## src/rtl/sd_spi_pkg.sv

```systemverilog
// Shared types, constants and the serial CRC7 step for the SD SPI frontend.
// Purely combinational helpers; no state, no flow control.
package sd_spi_pkg;

  typedef enum logic [1:0] {
    ST_HUNT = 2'd0,
    ST_CMD  = 2'd1,
    ST_HOLD = 2'd2
  } framer_state_t;

  localparam int         CMD_BITS      = 48;
  localparam logic [6:0] CRC7_POLY     = 7'h09;
  localparam logic [7:0] SPI_IDLE_BYTE = 8'hFF;

  // One bit of x^7+x^3+1, MSB-first, as the SD card computes it on the wire.
  function automatic logic [6:0] crc7_step(input logic [6:0] crc, input logic din);
    logic fb;
    fb        = crc[6] ^ din;
    crc7_step = {crc[5:0], 1'b0} ^ (fb ? CRC7_POLY : 7'h00);
  endfunction

endpackage

```

## src/rtl/sd_spi_resp_fifo.sv

```systemverilog
// Response byte FIFO, power-of-two depth, registered occupancy.
// Latency: a push is visible to pop one cycle later; pop data is read-combinational.
// Backpressure: full drops push_vld; flush wins over same-cycle push and pop.
module sd_spi_resp_fifo #(
  parameter int DEPTH = 16,
  parameter int WIDTH = 8
) (
  input  logic                     clk,
  input  logic                     rst,
  input  logic                     flush,
  input  logic                     push_vld,
  input  logic [WIDTH-1:0]         push_dat,
  input  logic                     pop,
  output logic [WIDTH-1:0]         pop_dat,
  output logic                     full,
  output logic                     empty,
  output logic [$clog2(DEPTH):0]   level
);

  localparam int             AW       = $clog2(DEPTH);
  localparam logic [AW:0]    FULL_CNT = (AW+1)'(DEPTH);

  logic [WIDTH-1:0] mem [DEPTH];
  logic [AW-1:0]    wr_ptr;
  logic [AW-1:0]    rd_ptr;
  logic [AW:0]      count;
  logic             do_push;
  logic             do_pop;

  assign full    = (count == FULL_CNT);
  assign empty   = (count == '0);
  assign level   = count;
  assign pop_dat = mem[rd_ptr];
  assign do_push = push_vld && !full && !flush;
  assign do_pop  = pop && !empty && !flush;

  always_ff @(posedge clk or posedge rst) begin
    if (rst) begin
      wr_ptr <= '0;
      rd_ptr <= '0;
      count  <= '0;
    end else if (flush) begin
      wr_ptr <= '0;
      rd_ptr <= '0;
      count  <= '0;
    end else begin
      if (do_push) wr_ptr <= wr_ptr + AW'(1);
      if (do_pop)  rd_ptr <= rd_ptr + AW'(1);
      case ({do_push, do_pop})
        2'b10:   count <= count + (AW+1)'(1);
        2'b01:   count <= count - (AW+1)'(1);
        default: count <= count;
      endcase
    end
  end

  always_ff @(posedge clk) begin
    if (do_push) mem[wr_ptr] <= push_dat;
  end

endmodule

```

## src/rtl/sd_spi_frontend.sv

```systemverilog
// SD-card SPI slave frontend: oversampled bus, bit-serial command framer, MISO response shifter.
// Latency: SYNC_STAGES+1 sys_clk from an SCK edge to its effect on framer or MISO.
// Backpressure: cmd held until cmd_ready (later starts dropped); resp_ready low while FIFO full.
module sd_spi_frontend
  import sd_spi_pkg::*;
#(
  parameter int CPOL        = 0,
  parameter int CPHA        = 0,
  parameter int RESP_DEPTH  = 16,
  parameter int SYNC_STAGES = 2
) (
  input  logic                          sys_clk,
  input  logic                          sys_rst,
  input  logic                          spi_sck,
  input  logic                          spi_cs_n,
  input  logic                          spi_mosi,
  output logic                          spi_miso,
  output logic                          spi_miso_oe,
  output logic [CMD_BITS-1:0]           cmd_out,
  output logic                          cmd_valid,
  input  logic                          cmd_ready,
  output logic                          cmd_crc_good,
  input  logic [7:0]                    resp_data,
  input  logic                          resp_valid,
  output logic                          resp_ready,
  output logic [$clog2(RESP_DEPTH):0]   resp_level,
  output logic                          err_cmd_drop
);

  localparam logic       SCK_IDLE    = (CPOL != 0);
  localparam logic       SAMPLE_RISE = ((CPOL != 0) == (CPHA != 0));
  localparam logic       LOAD_ON_CS  = (CPHA == 0);
  localparam logic [5:0] LAST_BIT    = 6'(CMD_BITS - 1);
  localparam logic [5:0] CRC_BITS    = 6'(CMD_BITS - 8);
  localparam logic [5:0] DROP_BITS   = 6'(CMD_BITS - 2);

  logic [SYNC_STAGES-1:0] sck_sync;
  logic [SYNC_STAGES-1:0] cs_sync;
  logic [SYNC_STAGES-1:0] mosi_sync;
  logic                   sck_d;
  logic                   cs_d;
  logic                   sck_s;
  logic                   cs_s;
  logic                   mosi_s;
  logic                   sample_vld;
  logic                   shift_vld;
  logic                   cs_fall;
  logic                   cs_rise;

  always_ff @(posedge sys_clk or posedge sys_rst) begin
    if (sys_rst) begin
      sck_sync  <= {SYNC_STAGES{SCK_IDLE}};
      cs_sync   <= '1;
      mosi_sync <= '1;
      sck_d     <= SCK_IDLE;
      cs_d      <= 1'b1;
    end else begin
      sck_sync  <= {sck_sync[SYNC_STAGES-2:0], spi_sck};
      cs_sync   <= {cs_sync[SYNC_STAGES-2:0], spi_cs_n};
      mosi_sync <= {mosi_sync[SYNC_STAGES-2:0], spi_mosi};
      sck_d     <= sck_s;
      cs_d      <= cs_s;
    end
  end

  assign sck_s      = sck_sync[SYNC_STAGES-1];
  assign cs_s       = cs_sync[SYNC_STAGES-1];
  assign mosi_s     = mosi_sync[SYNC_STAGES-1];
  assign cs_fall    = !cs_s && cs_d;
  assign cs_rise    = cs_s && !cs_d;
  assign sample_vld = !cs_s && (SAMPLE_RISE ? (sck_s && !sck_d) : (!sck_s && sck_d));
  assign shift_vld  = !cs_s && (SAMPLE_RISE ? (!sck_s && sck_d) : (sck_s && !sck_d));

  framer_state_t          state;
  framer_state_t          state_nxt;
  logic                   hunt_prev;
  logic                   hunt_hit;
  logic [5:0]             skip_cnt;
  logic [5:0]             bit_cnt;
  logic [CMD_BITS-2:0]    cmd_sr;
  logic [6:0]             crc;
  logic                   start_cmd;
  logic                   load_cmd;
  logic                   drop_start;

  // A start is a 0 followed by a 1; bits belonging to a dropped frame never qualify.
  assign hunt_hit  = sample_vld && (skip_cnt == '0) && !hunt_prev && mosi_s;
  assign cmd_valid = (state == ST_HOLD);

  always_ff @(posedge sys_clk or posedge sys_rst) begin
    if (sys_rst) state <= ST_HUNT;
    else         state <= state_nxt;
  end

  always_comb begin
    state_nxt  = state;
    start_cmd  = 1'b0;
    load_cmd   = 1'b0;
    drop_start = 1'b0;
    case (state)
      ST_HUNT: begin
        if (hunt_hit) begin
          state_nxt = ST_CMD;
          start_cmd = 1'b1;
        end
      end
      ST_CMD: begin
        if (sample_vld && (bit_cnt == LAST_BIT)) begin
          state_nxt = ST_HOLD;
          load_cmd  = 1'b1;
        end
      end
      ST_HOLD: begin
        if (cmd_ready) state_nxt = ST_HUNT;
        drop_start = hunt_hit;
      end
      default: state_nxt = ST_HUNT;
    endcase
    if (cs_s) begin
      state_nxt  = ST_HUNT;
      start_cmd  = 1'b0;
      load_cmd   = 1'b0;
      drop_start = 1'b0;
    end
  end

  always_ff @(posedge sys_clk or posedge sys_rst) begin
    if (sys_rst) begin
      hunt_prev    <= 1'b1;
      skip_cnt     <= '0;
      bit_cnt      <= '0;
      cmd_sr       <= '0;
      crc          <= '0;
      cmd_out      <= '0;
      cmd_crc_good <= 1'b0;
      err_cmd_drop <= 1'b0;
    end else begin
      err_cmd_drop <= drop_start;
      if (cs_s) begin
        hunt_prev <= 1'b1;
        skip_cnt  <= '0;
        bit_cnt   <= '0;
      end else if (sample_vld) begin
        hunt_prev <= (state == ST_CMD || start_cmd || drop_start || skip_cnt != '0) ? 1'b1 : mosi_s;
        if (drop_start)           skip_cnt <= DROP_BITS;
        else if (skip_cnt != '0)  skip_cnt <= skip_cnt - 6'd1;
        if (start_cmd) begin
          cmd_sr  <= {{(CMD_BITS-3){1'b0}}, 2'b01};
          bit_cnt <= 6'd2;
          crc     <= crc7_step(crc7_step(7'h00, 1'b0), 1'b1);
        end else if (state == ST_CMD) begin
          cmd_sr  <= {cmd_sr[CMD_BITS-3:0], mosi_s};
          bit_cnt <= bit_cnt + 6'd1;
          if (bit_cnt < CRC_BITS) crc <= crc7_step(crc, mosi_s);
        end
        if (load_cmd) begin
          cmd_out      <= {cmd_sr, mosi_s};
          cmd_crc_good <= mosi_s && (crc == cmd_sr[6:0]);
        end
      end
    end
  end

  logic       fifo_pop;
  logic [7:0] fifo_dat;
  logic       fifo_full;
  logic       fifo_empty;
  logic [7:0] next_byte;
  logic [7:0] tx_sr;
  logic [2:0] tx_bit;
  logic       tx_pend;
  logic       tx_load;

  sd_spi_resp_fifo #(
    .DEPTH (RESP_DEPTH),
    .WIDTH (8)
  ) u_resp_fifo (
    .clk      (sys_clk),
    .rst      (sys_rst),
    .flush    (cs_rise),
    .push_vld (resp_valid),
    .push_dat (resp_data),
    .pop      (fifo_pop),
    .pop_dat  (fifo_dat),
    .full     (fifo_full),
    .empty    (fifo_empty),
    .level    (resp_level)
  );

  assign resp_ready  = !fifo_full;
  assign next_byte   = fifo_empty ? SPI_IDLE_BYTE : fifo_dat;
  assign fifo_pop    = tx_load;
  assign spi_miso    = tx_sr[7];
  assign spi_miso_oe = !cs_s;

  // CPHA=1 defers the first load to the first shift edge via tx_pend.
  always_comb begin
    tx_load = 1'b0;
    if (cs_rise)        tx_load = 1'b0;
    else if (cs_fall)   tx_load = LOAD_ON_CS;
    else if (shift_vld) tx_load = tx_pend || (tx_bit == 3'd0);
  end

  always_ff @(posedge sys_clk or posedge sys_rst) begin
    if (sys_rst) begin
      tx_sr   <= SPI_IDLE_BYTE;
      tx_bit  <= 3'd7;
      tx_pend <= 1'b0;
    end else if (cs_rise) begin
      tx_sr   <= SPI_IDLE_BYTE;
      tx_bit  <= 3'd7;
      tx_pend <= 1'b0;
    end else if (cs_fall) begin
      tx_bit  <= 3'd7;
      tx_pend <= !LOAD_ON_CS;
      if (LOAD_ON_CS) tx_sr <= next_byte;
    end else if (shift_vld) begin
      if (tx_load) begin
        tx_sr   <= next_byte;
        tx_bit  <= 3'd7;
        tx_pend <= 1'b0;
      end else begin
        tx_sr  <= {tx_sr[6:0], 1'b1};
        tx_bit <= tx_bit - 3'd1;
      end
    end
  end

endmodule
```

## config.mk

```make
export PLATFORM = sky130hd
export DESIGN_NAME = sd_spi_frontend
export DESIGN_NICKNAME = d
export VERILOG_FILES = /design/src/rtl/sd_spi_pkg.sv /design/src/rtl/sd_spi_resp_fifo.sv /design/src/rtl/sd_spi_frontend.sv
export SDC_FILE = /design/constraint.sdc
export NUM_CORES = 1
export LEC_CHECK = 0
export ABC_AREA = 1
export CORE_AREA = 2 2 204 206
export DETAILED_ROUTE_END_ITERATION = 16
export DIE_AREA = 0 0 206 208
export HOLD_SLACK_MARGIN = 0.05
export SKIP_CTS_REPAIR_TIMING = 1
export SYNTH_ARGS = -nofsm -noshare
export SYNTH_HDL_FRONTEND = slang
export SYNTH_HIERARCHICAL = 1
export SYNTH_SLANG_ARGS = --single-unit
export TNS_END_PERCENT = 30
```

## constraint.sdc

```tcl
create_clock -name sys_clk -period 7.1 [get_ports sys_clk]
set_clock_uncertainty 0.15 [all_clocks]
set_input_delay 0.71 -clock sys_clk [delete_from_list [all_inputs] [get_ports sys_clk]]
set_output_delay 0.71 -clock sys_clk [all_outputs]
set_load 0.01 [all_outputs]
```

==> metrics.md <==
| Metric | Value |
|---|---|
| Run status | `finished clean` |
| Met3 track utilization from global routing | `roughly 2.3%` |
| Unrepaired setup endpoints after global routing | `false` |
| Minimum clock period | `3.24 ns` |
| CTS tree | `built` |
| Number of unique standard cell types used by synthesis | `38` |
| Leak | `0.00573 uW` |
| Number of remaining DRC errors | `0` |
| First-pass GRT wire length | `between 40000 and 50000 um` |
| Non-Filler Instances | `1782` |
| Area taken by multi-input logic gates | `0.00354 mm2` |
| Clock-pin slew reported for the worst setup and hold paths after clock tree synthesis | `0.06 ns` |
| Clock latency on the worst-skew pair | `0.55 ns` |
| Core outline area | `a little over 0.04 mm2` |
| TNS Setup | `0 ns` |
| Worst path required time | `7.40 ns` |
| Row cnt | `74` |
| Ranking of synthesized cells by instance count | `nand2_1, inv_1, dfrtp_1` |
| Mean cell area of the mapped netlist | `10.3 um2` |
| Met1 global-route usage | `18.1%` |
| Total of flip-flops plus latches after synthesis | `approximately 280` |
| Top Ports | `74` |
| Global Route met2 Usage | `~19%` |
| Worst VDD drop | `235 uV` |
| Clock tree buffer depth | `3` |
| Storage cell area | `0.00765 mm2` |
| Total cell area at the placement stage | `about 0.013 mm2` |
| Count of routing violations after the opening detailed-route iteration | `584` |
| Share of the synthesized area in the top cell type | `31.8%` |
| Die span in y | `208 um` |
| Most area-consuming cells after synthesis | `edfxtp_1, dfrtp_1, nand2_1, inv_1, o21ai_0` |
| Cell count after synthesis | `roughly 1.2k` |
| Routability congestion estimate | `just under 0.8` |
| Post-DP HPWL | `16600 um` |
| Cell taking the most area after synthesis | `edfxtp_1` |
| Placed Instances | `roughly 1.7k` |
| Nature of the critical path endpoint | `register` |
| Number of hold-slack violations in the final timing report | `0` |
| Count of synthesis-stage warnings from yosys | `6` |
| Final number of max-transition violations | `0` |
| Final-stage net count | `1256` |
| Total via count in the routed design | `8414` |
| Vias in the first global route | `8190` |
| Total number of H-tree levels | `1` |
| Final Hold Slack | `0.206 ns` |
| Signed area change from the synthesized netlist to the final layout | `18.5%` |
| Max cap viols | `0` |
| Critical path peak fanout | `14` |
| Initial core utilization | `29.8%` |
| Type of the worst min-delay path | `reg2reg` |
| Syn Nets | `~1.2k` |
| Routed wirelength normalized by instance count | `14.9 um` |
| Detail Route Antenna Nets | `0` |
| Largest delay contributor family on the critical path | `simple AND/OR/NAND/NOR gates` |
| Via count normalized by instance count | `roughly 4.7` |
| Cell repeated most along the worst path | `nand2_1` |
| Number of antenna violations at the first check in global routing | `0` |
| Predominant post-synthesis flop cell | `dfrtp_1` |
| Tcrit/Tclk final | `45.6%` |
| Detailed-router iteration count before antenna repair | `5` |
| Final setup violation count | `0` |
| Root Driver | `clkbuf_16` |
| Largest net degree at the start of global routing | `approximately 110` |
| Count of filler cells inserted in the layout | `4093` |
| Final worst-path setup slack | `between 3 and 4 ns` |
| Max Fclk | `309 MHz` |
| Worst max-slew margin expressed relative to the limit | `between 10% and 20%` |
| Library cell contributing the largest single delay on the critical path | `dfstp_2` |
| Most frequent cell after synthesis | `nand2_1` |
| Die Footprint | `0.0428 mm2` |
| Clock Sink Count | `279` |
| Count of input and output buffers | `73` |
| Post-synthesis cell area | `about 0.012 mm2` |
| Critical path data arrival time | `3.53 ns` |
| Overall overflow remaining after global route | `0` |
| Transition time at the pin with the least slew margin | `1.23 ns` |
| Largest stage delay on the critical path | `between 0.5 and 0.6 ns` |
| GRT Total Usage | `12.5%` |
| Post-layout instance area | `around 0.014 mm2` |
| Die width | `a little over 200 um` |
| Count of antenna diodes in the layout | `0` |
| Post-Place Worst Slack | `3.81 ns` |
| Synth async-reset ratio | `about 54%` |
| Power density normalized to cell area | `roughly 300 mW/mm2` |
| WP buf/inv | `3` |
| Sequential area share after synthesis | `63.2%` |
| Cells along the critical path | `inv_2, nor2_1, inv_1, nand3_1, nand2_4, fa_1, nand3b_1, nand2_1, nand2_1, nand2_1, inv_1, nand2_1, nand2_1, nand2_1, nand2_1` |
| Start-to-end type of the worst setup path | `reg2reg` |
| Inserted Clock Buffers | `31` |
| Kind of start point of the critical path | `register` |
| Final wirelength | `26600 um` |
| Layer with the highest usage | `met2` |
| Fraction of layout cells with a size suffix above 1 | `9.04%` |
| Post-synth EDFFs | `between 100 and 150` |
## power by group
| group | internal [uW] | switching (uW) | leakage, uW |
|---|---|---|---|
| logic | 268 | 517 | 0.00202 |
| clock network | 1000 | 642 | 0.000526 |
| registers | 1800 | 82.3 | 0.00318 |
| total | 3070 | 1240 | 0.00573 |
## per-stage QoR
step / total power, uW / utilization, %
after global placement: 2680 / 32.7
after detailed placement: 2690 / 32.7
after CTS: 4350 / 35.4
after floorplan: 2490 / -
final: 4310 / 35.4
after global routing: 4550 / 35.4
## worst paths after layout
path                                      start                          endpoint  depth (start not counted)  slack, ns
min                        cs_sync[0]$_DFF_PP1_              cs_sync[1]$_DFF_PP1_                          0       0.21
min reg2reg                cs_sync[0]$_DFF_PP1_              cs_sync[1]$_DFF_PP1_                          0       0.21
max reg2reg                cs_sync[1]$_DFF_PP1_  u_resp_fifo/level[4]$_DFFE_PP0P_                         15       3.86
max                        cs_sync[1]$_DFF_PP1_  u_resp_fifo/level[4]$_DFFE_PP0P_                         15       3.86
max in group asynchronous               sys_rst           cmd_out[25]$_DFFE_PP0P_                          3       5.04
min in group asynchronous               sys_rst  u_resp_fifo/level[4]$_DFFE_PP0P_                          2       0.52
## cells in the final DEF, fill, tap and decap left out, types with 2 or more instances in the layout
| master | n |
|---|---|
| nand3_2 | 6 |
| xor2_1 | 8 |
| clkdlybuf4s50_1 | 73 |
| edfxtp_1 | 128 |
| inv_1 | 160 |
| ha_1 | 13 |
| a21oi_1 | 38 |
| inv_6 | 2 |
| nor2_4 | 4 |
| nand2_2 | 7 |
| clkbuf_8 | 7 |
| nand3_1 | 94 |
| buf_4 | 8 |
| o21ai_0 | 110 |
| nor2_1 | 40 |
| dfstp_2 | 17 |
| inv_2 | 3 |
| clkinv_4 | 2 |
| nand2_4 | 5 |
| or2_1 | 4 |
| nand4_1 | 50 |
| clkinv_2 | 5 |
| dfrtp_1 | 132 |
| clkinv_1 | 2 |
| nand2_1 | 176 |
| clkbuf_1 | 6 |
| or2_2 | 2 |
| o211ai_1 | 34 |
| o21ai_2 | 2 |
| xnor2_1 | 9 |
| o21ai_1 | 45 |
| clkbuf_16 | 32 |
| nor3_1 | 11 |
| nor2_2 | 2 |
| bufinv_16 | 3 |
## cell families (layout without fill, tap and decap cells)
logic type / count (synthesis) / count (layout) / synth area share [%]
XOR/XNOR: 17 / 17 / 1.23
adder cells (fa/ha/maj): 14 / 14 / 1.51
buffers and inverters: 227 / 304 / 7.62
AO/OA/AOI/OAI: 233 / 233 / 10.5
AND/OR/NAND/NOR: 403 / 403 / 15.9
flip-flops: 279 / 279 / 63.2
## state kept, by name, indices dropped and copies added (netlist names), 2 cells and up
signal and cells:
u_resp_fifo/level 5, crc 7, sck_sync 2, cmd_sr 47
cmd_out 48, state 2, u_resp_fifo/wr_ptr 4, mosi_sync 2
bit_cnt 6, u_resp_fifo/mem 128, u_resp_fifo/rd_ptr 4, skip_cnt 6
tx_sr 8, cs_sync 2, tx_bit 3
## per-layer routing
metal | vias up | wire length, um
li1 | 4077 | -
met4 | 0 | 346
met1 | 4124 | 12600
met2 | 185 | 12100
met3 | 28 | 1480
met5 | - | 0
## cell type report
type                       count  share of cell area (%)
clock buffer                  45                    6.41
multi-input combinational    667                    24.7
sequential                   279                    53.3
tap                          532                    4.64
timing repair buffer          81                    5.51
inverter                     167                    4.42
clock inverter                11                   0.986
No activity file was read; power rests on OpenSTA's default activity.
==> patch 1 (config.mk and constraints unchanged) <==
The parameter `CPOL` goes from 0 to 1.
--- a/src/rtl/sd_spi_frontend.sv
+++ b/src/rtl/sd_spi_frontend.sv
@@ -5,5 +5,5 @@
   import sd_spi_pkg::*;
 #(
-  parameter int CPOL        = 0,
+  parameter int CPOL        = 1,
   parameter int CPHA        = 0,
   parameter int RESP_DEPTH  = 16,
Check against the original RTL: not equivalent (a bounded check fails within 10 cycles, from zero or initial values and one cycle with sys_rst high).
==> patch 1 against the original RTL <==
Worst setup slack lost 60 ps. Final area shrank 0.28%. Die area is the same. Sequential cell count is the same. First-iteration DRC count shrank 4.3%. Wire length is essentially flat. Largest power group unchanged. Synthesized cell count is the same. Synthesized area is essentially flat. Power shrank 0.54%.
==> patch 1: results (changes against the original RTL) <==
\begin{tabular}{lr}
\hline
Metric & Value \\
\hline
\multicolumn{2}{l}{\textbf{Routing}} \\
\quad Drt first pass iters & 4 (-1) \\
\quad Sum of routed wire length over all layers & 26,600 µm (about the same) \\
\quad Wire length on met1 & 12,600 µm (-0.40\%) \\
\quad Mean number of vias per cell & 4.70 (-0.42\%) \\
\quad Metal2 WL & 11,800 µm (-2.4\%) \\
\quad DR WL met3 & 1540 µm (+4.1\%) \\
\multicolumn{2}{l}{\textbf{Power and ir drop}} \\
\quad Worst-case vdd ir drop & 0.183 mV (-22\%) \\
\quad LEAKAGE & 5.70 nW (-0.54\%) \\
\multicolumn{2}{l}{\textbf{Cells and area}} \\
\quad Final design area excluding fillers & 0.0143 mm² (-0.28\%) \\
\quad Share of layout cells above drive strength 1 & 9.20\% (+0.16 points) \\
\quad Fill count & 4,057 (-0.88\%) \\
\multicolumn{2}{l}{\textbf{GRT}} \\
\quad Maximum number of pins on one net before global-route repair & 130 (+17\%) \\
\quad GR Util All Layers & 12.5\% (about the same) \\
\quad Fraction of met3 tracks used by global routing & 2.29\% (-0.016 points) \\
\quad First-pass GRT wire length & 43,700 µm (-0.19\%) \\
\quad Met2 routing resource usage after global routing & 18.9\% (-0.50 points) \\
\multicolumn{2}{l}{\textbf{Outcome}} \\
\quad Status & finished clean \\
\multicolumn{2}{l}{\textbf{Place}} \\
\quad Cells after DPL & 1,725 (-0.058\%) \\
\quad Post-DP Area & 0.0133 mm² (about the same) \\
\quad Pre-CTS setup slack & 3830 ps (+19.9 ps) \\
\quad RD Place Congestion & 0.825 (+5.2\%) \\
\multicolumn{2}{l}{\textbf{Yosys}} \\
\quad Dominant cells by area after synthesis & edfxtp\_1, dfrtp\_1, nand2\_1, inv\_1, o21ai\_0 \\
\quad Leading post-synthesis cells by instance count & nand2\_1, inv\_1, dfrtp\_1, edfxtp\_1, o21ai\_0 \\
\multicolumn{2}{l}{\textbf{Worst setup path}} \\
\quad Internal reg-to-reg setup slack & 3810 ps (-60 ps) \\
\quad Arrival time at the worst endpoint & 3580 ps (+50 ps) \\
\multicolumn{2}{l}{\textbf{Timing}} \\
\quad Worst hold slack & 206 ps (-0.0770 ps) \\
\quad Post-route clock period utilization & 46.4\% (+0.84 points) \\
\multicolumn{2}{l}{\textbf{Hold path}} \\
\quad Hold worst-path end & mosi\_sync[1] \\
\quad Source of the worst hold timing path & mosi\_sync[0] \\
\hline
\end{tabular}
-- patch 1: cell count changes after synthesis --
cell,unedited run,this run
dfrtp_1,134,131
dfstp_2,17,20
-- patch 1: logic make-up (layout without fill, tap and decap cells) --
| group | after synthesis | in the layout | synth area share, % |
|---|---|---|---|
| adders and majority gates | 14 | 14 | 1.51 |
| DFF | 279 | 279 | 63.2 |
| AOI/OAI and AO/OA | 233 | 233 | 10.5 |
| xor gates and xnor gates | 17 | 17 | 1.23 |
| buffers and inverters | 227 | 304 | 7.62 |
| and+or+nand+nor | 403 | 403 | 15.9 |
-- patch 1: cell type report --
cell class              count  area share (%)
clock inverters            14            1.08
flip-flops and latches    279            53.5
clock buffers              43            6.09
inverters                 167            4.44
repair buffers             80            5.48
well taps                 532            4.66
multi-input cells         667            24.7
-- patch 1: where the power goes --
| part | switching [mW] | internal (mW) |
|---|---|---|
| clock | 0.640 | 0.962 |
| sequential | 0.0777 | 1.80 |
| combinational | 0.535 | 0.274 |
==> patch 2 (config.mk and constraints unchanged) <==
Without the edit above. Remove the register `err_cmd_drop`: a continuous assignment takes its place, so the output `err_cmd_drop` follows one clock earlier.
--- a/src/rtl/sd_spi_frontend.sv
+++ b/src/rtl/sd_spi_frontend.sv
@@ -134,7 +134,5 @@
       cmd_out      <= '0;
       cmd_crc_good <= 1'b0;
-      err_cmd_drop <= 1'b0;
     end else begin
-      err_cmd_drop <= drop_start;
       if (cs_s) begin
         hunt_prev <= 1'b1;
@@ -161,4 +159,6 @@
     end
   end
+
+  assign err_cmd_drop = drop_start;
 
   logic       fifo_pop;
Function: no difference found for any inputs over 4 cycles, from zero or initial values and one cycle with sys_rst high; that may be too few to reach the edited logic, so the function may still have changed.
==> patch 2 against the original RTL <==
Utilization barely moved. Final area is essentially flat. Final cell count increased by 0.22%. Wire length down 0.36%. Power up 0.56%. Combinational power decreased by 3.7%. Critical path depth did not move. Sequential cell count down 1. Global-route usage hardly changed. Worst setup slack worse by 18 ps. Via count shrank 0.80%. Synthesized area down 0.21%. Die area stayed put. Critical path type unchanged.
==> patch 2: results (changes against the original RTL) <==
\begin{tabular}{lr}
\hline
Metric & Value \\
\hline
\multicolumn{2}{l}{\textbf{Outcome}} \\
\quad Status & finished clean \\
\multicolumn{2}{l}{\textbf{Place}} \\
\quad RD Place Congestion & 0.793 (+1.0\%) \\
\quad Post-DP Area & 0.0132 mm² (-0.24\%) \\
\quad Cells after DPL & 1,724 (-0.12\%) \\
\quad HPWL after detailed placement & 16,600 µm (+0.20\%) \\
\quad Pre-CTS setup slack & 3820 ps (+11.0 ps) \\
\multicolumn{2}{l}{\textbf{Clocking}} \\
\quad H-tree depth & 2 (+1) \\
\quad Clock network latency to the later pin of the worst-skew pair & 520 ps (-30 ps) \\
\quad Number of buffers inserted during clock tree synthesis & 34 (+9.7\%) \\
\multicolumn{2}{l}{\textbf{Yosys}} \\
\quad Area fraction in compound gates after synthesis & 10.5\% (+0.022 points) \\
\quad Arithmetic-cell share of the synthesized area counting full adders, half adders and majority gates & 1.51\% (+0.0031 points) \\
\quad Net count after synthesis & 1,201 (-0.083\%) \\
\quad Average cell area after synthesis & 10.3 µm² (-0.12\%) \\
\quad Proportion of register bits with asynchronous set or reset after synthesis & 54.0\% (-0.17 points) \\
\quad Share of synthesized area occupied by flip-flops and latches & 63.1\% (-0.076 points) \\
\multicolumn{2}{l}{\textbf{Power and ir drop}} \\
\quad Worst-case vdd ir drop & 0.171 mV (-27\%) \\
\quad Portion of total power attributed to sequential cells & 43.7\% (about the same) \\
\quad Power density of the placed cells & 302 mW/mm² (+0.51\%) \\
\quad Pint & 3.07 mW (+0.15\%) \\
\multicolumn{2}{l}{\textbf{Cells and area}} \\
\quad Post-route non-filler standard cell count & 1,786 (+0.22\%) \\
\quad Nets & 1,257 (+0.080\%) \\
\quad Share of layout cells above drive strength 1 & 8.85\% (-0.19 points) \\
\quad Fill count & 4,071 (-0.54\%) \\
\multicolumn{2}{l}{\textbf{GRT}} \\
\quad GR Util All Layers & 12.5\% (+0.030 points) \\
\quad Maximum number of pins on one net before global-route repair & 83 (-25\%) \\
\multicolumn{2}{l}{\textbf{Routing}} \\
\quad Drt first pass iters & 7 (+2) \\
\quad Initial detailed-routing violation count & 582 (-0.34\%) \\
\quad Sum of routed wire length over all layers & 26,500 µm (-0.36\%) \\
\multicolumn{2}{l}{\textbf{Hold path}} \\
\quad Hold worst-path end & mosi\_sync[1] \\
\multicolumn{2}{l}{\textbf{Timing}} \\
\quad Transition time of the tightest slew-check pin & 1180 ps (-46.9 ps) \\
\quad Clock period minus final worst setup slack & 3250 ps (+17.6 ps) \\
\quad Worst hold slack & 203 ps (-3.23 ps) \\
\multicolumn{2}{l}{\textbf{Worst setup path}} \\
\quad Arrival time at the worst endpoint & 3490 ps (-40 ps) \\
\hline
\end{tabular}
## patch 2: area by class of cell
| cell class | instances | area share, % |
|---|---|---|
| Tap cell | 532 | 4.64 |
| Sequential cell | 278 | 53.1 |
| Inverter | 167 | 4.42 |
| Clock buffer | 46 | 6.60 |
| Timing Repair Buffer | 80 | 5.46 |
| Clock inverter | 16 | 1.06 |
| Multi-Input combinational cell | 667 | 24.7 |
## patch 2: critical path, cell delays in order (launching register included)
cell and delay [ps]:
dfstp_2 580, inv_2 150, nor2_1 420, inv_1 390, nand3_1 270, nand2_4 90, fa_1 410, nand3b_1 200
nand2_1 80, nand2_1 50, nand2_1 90, inv_1 50, nand2_1 60, nand2_1 50, nand2_1 50, nand2_1 50
## patch 2: metal layers
metal | track usage [%] | up-vias | routed length [µm]
met5 | 0 | - | 0
met4 | 3.23 | 0 | 510
met1 | 18.7 | 4069 | 13100
met3 | 2.41 | 37 | 1290
li1 | - | 4070 | -
met2 | 18.4 | 171 | 11600
